$ cat src/rtl/game_controller_gen.sv
// Top-level game-flow sequencer: maze draw, object placement with bounded retry,
// play/pause, level progression with bonus lives, life loss, win/lose and restart.
module game_controller_gen #(
   parameter int                    NUM_LEVELS      = 5,
   parameter int                    MAX_LIVES       = 3,
   parameter int                    NUM_COLL        = 5,
   parameter logic [NUM_COLL-1:0]   COLL_MASK       = '1,
   parameter int                    PLACE_RETRY_MAX = 8,
   parameter int                    BONUS_EVERY     = 2
) (
   input  logic                                 clk,
   input  logic                                 reset,
   input  logic                                 start_of_frame,
   input  logic                                 timer_end,
   input  logic                                 goal_hit,
   input  logic [NUM_COLL-1:0]                  place_coll,
   input  logic                                 pause_req,
   input  logic                                 restart,
   output logic [$clog2(NUM_LEVELS+1)-1:0]      level,
   output logic [$clog2(MAX_LIVES+1)-1:0]       lives,
   output logic                                 draw_maze,
   output logic                                 draw_objects,
   output logic                                 start_timer,
   output logic                                 pause_timer,
   output logic                                 completed_level,
   output logic                                 lose_life,
   output logic                                 maze_regen,
   output logic [$clog2(PLACE_RETRY_MAX+1)-1:0] retry_count,
   output logic                                 flag_win,
   output logic                                 flag_lose
);

   localparam int LW = $clog2(NUM_LEVELS+1);
   localparam int VW = $clog2(MAX_LIVES+1);
   localparam int RW = $clog2(PLACE_RETRY_MAX+1);
   // Divisor kept non-zero so the modulo is always legal; BONUS_EVERY==0 gates it off.
   localparam int BE = (BONUS_EVERY == 0) ? 1 : BONUS_EVERY;

   localparam logic [LW-1:0] LVL_ONE    = LW'(1);
   localparam logic [LW-1:0] LVL_LAST   = LW'(NUM_LEVELS);
   localparam logic [VW-1:0] LIVES_ONE  = VW'(1);
   localparam logic [VW-1:0] LIVES_FULL = VW'(MAX_LIVES);
   localparam logic [RW-1:0] RETRY_LAST = RW'(PLACE_RETRY_MAX-1);

   typedef enum logic [3:0] {
      S_DRAW_MAZE, S_DRAW_OBJ, S_CHECK, S_PLAY, S_PAUSE,
      S_LEVEL_UP, S_LIFE_LOST, S_LOSE, S_WIN
   } state_t;

   state_t          state, state_n;
   logic [LW-1:0]   levels_done, done_n, done_inc, level_n;
   logic [VW-1:0]   lives_n;
   logic [RW-1:0]   retry_n;
   logic            st_n, ll_n, mr_n;
   logic            hit, bonus;

   assign hit      = |(place_coll & COLL_MASK);
   assign done_inc = levels_done + 1'b1;
   assign bonus    = (BONUS_EVERY != 0) && ((int'(done_inc) % BE) == 0);

   always_ff @(posedge clk) begin
      if (reset) begin
         state       <= S_DRAW_MAZE;
         level       <= LVL_ONE;
         lives       <= LIVES_FULL;
         retry_count <= '0;
         levels_done <= '0;
         start_timer <= 1'b0;
         lose_life   <= 1'b0;
         maze_regen  <= 1'b0;
      end else begin
         state       <= state_n;
         level       <= level_n;
         lives       <= lives_n;
         retry_count <= retry_n;
         levels_done <= done_n;
         start_timer <= st_n;
         lose_life   <= ll_n;
         maze_regen  <= mr_n;
      end
   end

   always_comb begin
      state_n = state;
      level_n = level;
      lives_n = lives;
      retry_n = retry_count;
      done_n  = levels_done;
      st_n    = 1'b0;
      ll_n    = 1'b0;
      mr_n    = 1'b0;
      case (state)
         S_DRAW_MAZE: begin
            state_n = S_DRAW_OBJ;
            retry_n = '0;
         end
         S_DRAW_OBJ:
            if (start_of_frame) state_n = S_CHECK;
         S_CHECK: begin
            // Placement collision outranks a frame start; the last allowed retry
            // abandons this maze instead of trying again.
            if (hit && retry_count == RETRY_LAST) begin
               state_n = S_DRAW_MAZE;
               mr_n    = 1'b1;
               retry_n = '0;
            end else if (hit) begin
               state_n = S_DRAW_OBJ;
               retry_n = retry_count + 1'b1;
            end else if (start_of_frame) begin
               state_n = S_PLAY;
               st_n    = 1'b1;
            end
         end
         S_PLAY: begin
            if (timer_end) begin
               ll_n    = 1'b1;
               lives_n = lives - 1'b1;
               state_n = (lives > LIVES_ONE) ? S_LIFE_LOST : S_LOSE;
            end else if (goal_hit) begin
               state_n = (level == LVL_LAST) ? S_WIN : S_LEVEL_UP;
            end else if (pause_req) begin
               state_n = S_PAUSE;
            end
         end
         S_PAUSE:
            if (pause_req) state_n = S_PLAY;
         S_LIFE_LOST:
            state_n = S_DRAW_MAZE;
         S_LEVEL_UP: begin
            state_n = S_DRAW_MAZE;
            level_n = level + 1'b1;
            done_n  = done_inc;
            if (bonus && lives < LIVES_FULL) lives_n = lives + 1'b1;
         end
         S_LOSE, S_WIN: begin
            if (restart) begin
               state_n = S_DRAW_MAZE;
               level_n = LVL_ONE;
               lives_n = LIVES_FULL;
               done_n  = '0;
            end
         end
         default: state_n = S_DRAW_MAZE;
      endcase
   end

   assign draw_maze       = (state == S_DRAW_MAZE);
   assign draw_objects    = (state == S_DRAW_OBJ);
   assign pause_timer     = (state == S_PAUSE);
   assign completed_level = (state == S_LEVEL_UP);
   assign flag_win        = (state == S_WIN);
   assign flag_lose       = (state == S_LOSE);

endmodule

$ cat config.mk
export PLATFORM = sky130hd
export DESIGN_NAME = game_controller_gen
export DESIGN_NICKNAME = d
export VERILOG_FILES = /design/src/rtl/game_controller_gen.sv
export SDC_FILE = /design/constraint.sdc
export NUM_CORES = 1
export LEC_CHECK = 0
export ABC_AREA = 1
export CAP_MARGIN = 0
export CORE_MARGIN = 1.5
export CORE_UTILIZATION = 24
export DETAILED_ROUTE_END_ITERATION = 6
export GPL_ROUTABILITY_DRIVEN = 0
export GPL_TIMING_DRIVEN = 0
export PLACE_DENSITY = 0.45
export SYNTH_ARGS = -nofsm -noshare
export SYNTH_HDL_FRONTEND = slang
export SYNTH_SLANG_ARGS = --single-unit
$ cat constraint.sdc
create_clock -name clk -period 3.7 [get_ports clk]
set_input_delay 0.555 -clock clk [delete_from_list [all_inputs] [get_ports clk]]
set_output_delay 0.555 -clock clk [all_outputs]
set_load 0.1 [all_outputs]
Word level (Yosys, flattened, before mapping). Index checks and enable logic that the tools add are counted.

Add/subtract/negate cells: 5. $mul: 0. Divide/modulo/power cells: 0. Order comparisons: 2. Equal/unequal tests: 17. Shifts and indexed selects: 0. Multiplexer cells: 26. Bitwise logic cells: 2. Reduce and logical (&&, ||, !) cells: 16.

Operators with widths (number): 4-bit 2-to-1 mux (12); 32-bit logical NOT (1); 4-bit one-hot mux with 6 select lines (1); 4-bit by 3-bit equality test with 1-bit output, second input constant (4); 3-bit one-hot mux with 2 select lines (2); 4-bit by 2-bit equality test with 1-bit output, second input constant (2); 2-bit != test, second input constant (4); 4-bit != test, second input constant (2); 4-bit one-hot mux with 2 select lines (1); 8-bit OR reduction (1); 3-bit by 1-bit adder with 3-bit output, second input constant (2); 2-bit 2-to-1 mux (3); 3-bit 2-to-1 mux (2); 2-bit one-hot mux with 3 select lines (1); 2-bit OR reduction (3); 5-bit AND reduction (1); 5-bit OR reduction (1); 4-bit by 1-bit adder with 4-bit output, second input constant (1); 4-bit by 1-bit equality test with 1-bit output, second input constant (1); 4-bit equality test, second input constant (1); 4-bit logical NOT (1); 1-bit 2-to-1 mux (4); 2-bit AND reduction (2); 4-bit AND reduction (1); 11 further kinds (14).

Register bits: 19. Latch bits: 0. RAM bits: 0. ROM bits: 0. Memories: 0.

Logic depth before layout (Yosys ltp).
Depth after elaboration: 5. Depth in mapped cells: 11. Depth with buffers taken out: 11.

Worst setup path after synthesis. OpenSTA, ideal clock, no wires.

Path type: register -> register. Start point: register state[1]. End point: register state[0]. Setup time: 0.113 ns. Data arrival time: 2.345 ns. Setup slack: 1.242 ns. Cell stages (with the launch flop): 11. Buffers on the path: 0. Period minus slack after synthesis: 2.458 ns. Path through: dfxtp_1 nor2_1 inv_1 nor2_1 nand2_1 nand2_1 nor2_1 nand2_1 nand2_1 nand2_1 nor2_1.

Elaborated cells on any way between the ends: 15.

RTL lines: start: declaration (RTL line 50) `state_t state, state_n;`; start signal: assignment (RTL line 72) `state <= state_n;`; 4-bit by 3-bit equality test with 1-bit output *; named net pause_timer (RTL line 24) `output logic pause_timer,`; 2-bit != test (no source line); 5-bit AND reduction (no source line).

The timed path passes the listed nets; every way through them passes the cells marked *. A chain may end at the register's enable or synchronous reset.

Worst setup path after layout.
Start point: register state[0]. End point: output completed_level.

Cells in the longest elaborated chain, start to end: 1.

Ends and longest elaborated chain: 4-bit by 3-bit equality test with 1-bit output (RTL line 150) `assign completed_level = (state == S_LEVEL_UP);`; end: declaration (RTL line 25) `output logic completed_level,`.

No other way between the ends.

==> key figures <==
Status
  • Run status: complete, no violations

Floorplan
  • Core region area: 0.00435 mm²
  • Top-level I/O count: 30
  • Die Width: 70.1 µm
  • Floorplan die area: 0.00492 mm²
  • Die Y: 70.1 µm
  • Cell Rows: 24
  • Starting utilization of the core area: 0.248

Route
  • Initial DRC count: 47
  • Wire per inst: 10.4 µm
  • DRT Wirelength: 2650 µm
  • Via total after detailed routing: 1109
  • Number of remaining DRC errors: 0
  • Detail Route Antenna Nets: 0
  • Post-detailed-route via-to-cell ratio: 4.35
  • Number of detailed-route iterations in the first pass: 4

Critical path
  • Largest fanout on the critical path: 9
  • Logic depth of the worst register-to-register path: 9
  • Startpoint of the worst register-to-register path: state[1]$_SDFFE_PP0P_
  • Slowest stage cell on the critical path: sky130_fd_sc_hd__clkdlybuf4s50_1
  • Delay of the slowest critical-path stage: 1.13 ns
  • Kind of end point of the critical path: output port
  • Register-to-register path setup slack: 2.26 ns
  • Critical path type: reg -> out
  • Required time at the endpoint of the critical path: 3.14 ns
  • Data arrival time of the worst path: 2.27 ns
  • RR Endpoint: state[3]$_SDFFE_PP0P_
  • Chain of cells forming the critical path: inv_1 -> nor2_1 -> nand2_2 -> inv_2 -> clkdlybuf4s50_1
  • Worst setup SP type: flop

Global routing
  • Gr usage total: 0.114
  • Vias in the first global route: 973
  • Pin count of the biggest net entering global routing: 10
  • Number of antenna violations at the first check in global routing: 0
  • Total congestion overflow after global routing: 0
  • Wire length of the first global-routing pass: 4490 µm

Synth
  • Number of flops mapped to enable cells by yosys: 0
  • Proportion of synthesized chip area in sequential cells: 0.315
  • Post-synthesis cell type count: 27
  • Synth async-reset ratio: 0
  • Total of warnings raised by yosys: 0
  • Number of instances in the synthesized netlist: 170
  • Post-synthesis cell area: 0.00108 mm²
  • Commonest register cell after synthesis: sky130_fd_sc_hd__dfxtp_1
  • Flops & latches, synth: 17
  • Net count of the mapped netlist: 187
  • Average cell area after synthesis: 6.36 µm²

Clocking
  • Hold buffer count at cts: 0
  • Clock-pin slew of the registers on the worst-case setup and hold paths: 0.07 ns
  • Post-cts repair resize count: 0
  • Insertion delay of the later-clocked pin in the worst-skew pair: 0.25 ns
  • Number of clock buffers inserted by TritonCTS: 3
  • # clock sinks: 17
  • Clk root buf: sky130_fd_sc_hd__clkbuf_8
  • Clock buffer depth: 2
  • Clock tree from TritonCTS: built
  • Post CTS Setup Buffer Count: 0
  • CTS H-tree depth: 1

Hold path
  • Launch point of the worst hold path: level[2]$_SDFFE_PP0P_
  • HP Class: reg -> reg
  • Cell depth of the worst min-delay path: 2
  • Hold EP: level[2]$_SDFFE_PP0P_

Final layout
  • Final antenna diode count: 0
  • Area growth from synthesis to layout: 37.0%
  • Most frequent standard cell in the layout excluding fill and tap cells: sky130_fd_sc_hd__nand2_1
  • Most frequent cells in the layout: 46 x sky130_fd_sc_hd__nand2_1, 29 x sky130_fd_sc_hd__nor2_1, 29 x sky130_fd_sc_hd__clkdlybuf4s50_1
  • Layout cells sized above 1: 0.118
  • Net count of the finished layout: 221

Timing
  • Share of the clock period used by the worst path after layout: 0.764
  • Final hold violations: 0
  • RSZ-0062 raised after global routing: false
  • Slew at the pin with the worst max-slew slack: 0.979 ns
  • Final setup violating endpoints: 0
  • Worst hold slack across all endpoints: 0.495 ns
  • Max Clock Freq: 354 MHz
  • Clock skew: 0.000868 ns
  • Fin crit period: 2.83 ns
  • Total negative setup slack: 0 ns
  • Rel. slew slack: 0.345
  • Final number of max-transition violations: 0

Pwr
  • Leakage: 0.684 nW
  • Total power per unit cell area: 772 mW/mm²
  • Maximum VDD drop: 0.000350 V

Job
  • Max Cap Viol: 0

Placed design
  • Port-buffer cells: 29
  • Estimated wirelength of the detail-placed design: 2180 µm
## area by class of cell
class,count,area (µm²)
timing repair buffer,29,290
tap,52,65.1
fill,454,2870
sequential,17,340
inverter,24,92.6
clock buffer,4,45.0
multi-input combinational,129,648
## registers in the layout (all words and copies together), names as in the netlist
register and cells:
retry_count 4, start_timer 1, maze_regen 1, lose_life 1
state 4, level 3, levels_done 1, lives 2
## cell usage after synthesis (all sizes together) (2+ instances only)
cell	instances	share of area
inv	23	0.082
nor3	2	0.0093
ha	5	0.058
dfxtp	17	0.31
nor2	34	0.13
nand2	53	0.20
nand3	14	0.065
o21ai	8	0.051
a21oi	5	0.027
o211ai	2	0.014
## worst max-delay path, delay by kind of cell, from the launching register on
kind | cells | cell delay (ns)
flops | 1 | 0.37
simple gates | 2 | 0.33
buf+inv | 3 | 1.31
## layer usage
metal / share of wire / up-vias / global-route usage / routed length (µm)
met5: 0 / - / 0 / 0
met4: 0.016 / 0 / 0.0427 / 42
met3: 0.037 / 4 / 0.0317 / 98
met2: 0.46 / 19 / 0.185 / 1220
met1: 0.49 / 482 / 0.144 / 1290
li1: - / 604 / - / -
## through the flow
step	utilization	cells	power [mW]	cell area, µm²	worst slack [ns]
finish	0.340	255	1.14	1480	0.874
global route	0.340	255	1.24	1480	0.763
CTS	0.340	255	1.16	1480	0.855
detailed placement	0.330	251	1.01	1440	1.15
global placement	0.330	251	1.01	1440	1.15
floorplan	-	170	0.853	1080	1.24
## where the power goes
group          switching [mW]  internal, mW  total (mW)
Clock                  0.0631        0.0763       0.139
Combinational           0.546         0.198       0.744
Sequential             0.0407         0.219       0.260
Total                   0.650         0.493        1.14
## how the worst max path moves through the flow
stage / from / to / slack (ns) / cells past startpoint
after floorplan: state[1]$_SDFFE_PP0P_ / state[0]$_SDFFE_PP0P_ / 1.24 / 10
after global placement: state[0]$_SDFFE_PP0P_ / completed_level / 1.15 / 5
after detailed placement: state[0]$_SDFFE_PP0P_ / completed_level / 1.15 / 5
after CTS: state[0]$_SDFFE_PP0P_ / completed_level / 0.85 / 5
after global routing: state[1]$_SDFFE_PP0P_ / draw_maze / 0.76 / 4
final: state[0]$_SDFFE_PP0P_ / completed_level / 0.87 / 5
## cell families after synthesis
family | Yosys count | synth area share
AOI/OAI and AO/OA | 17 | 0.104
adders and majority gates | 5 | 0.0579
buffers and inverters | 24 | 0.0856
DFF | 17 | 0.315
and+or+nand+nor | 107 | 0.438
Power figures use the tool's default switching activity.
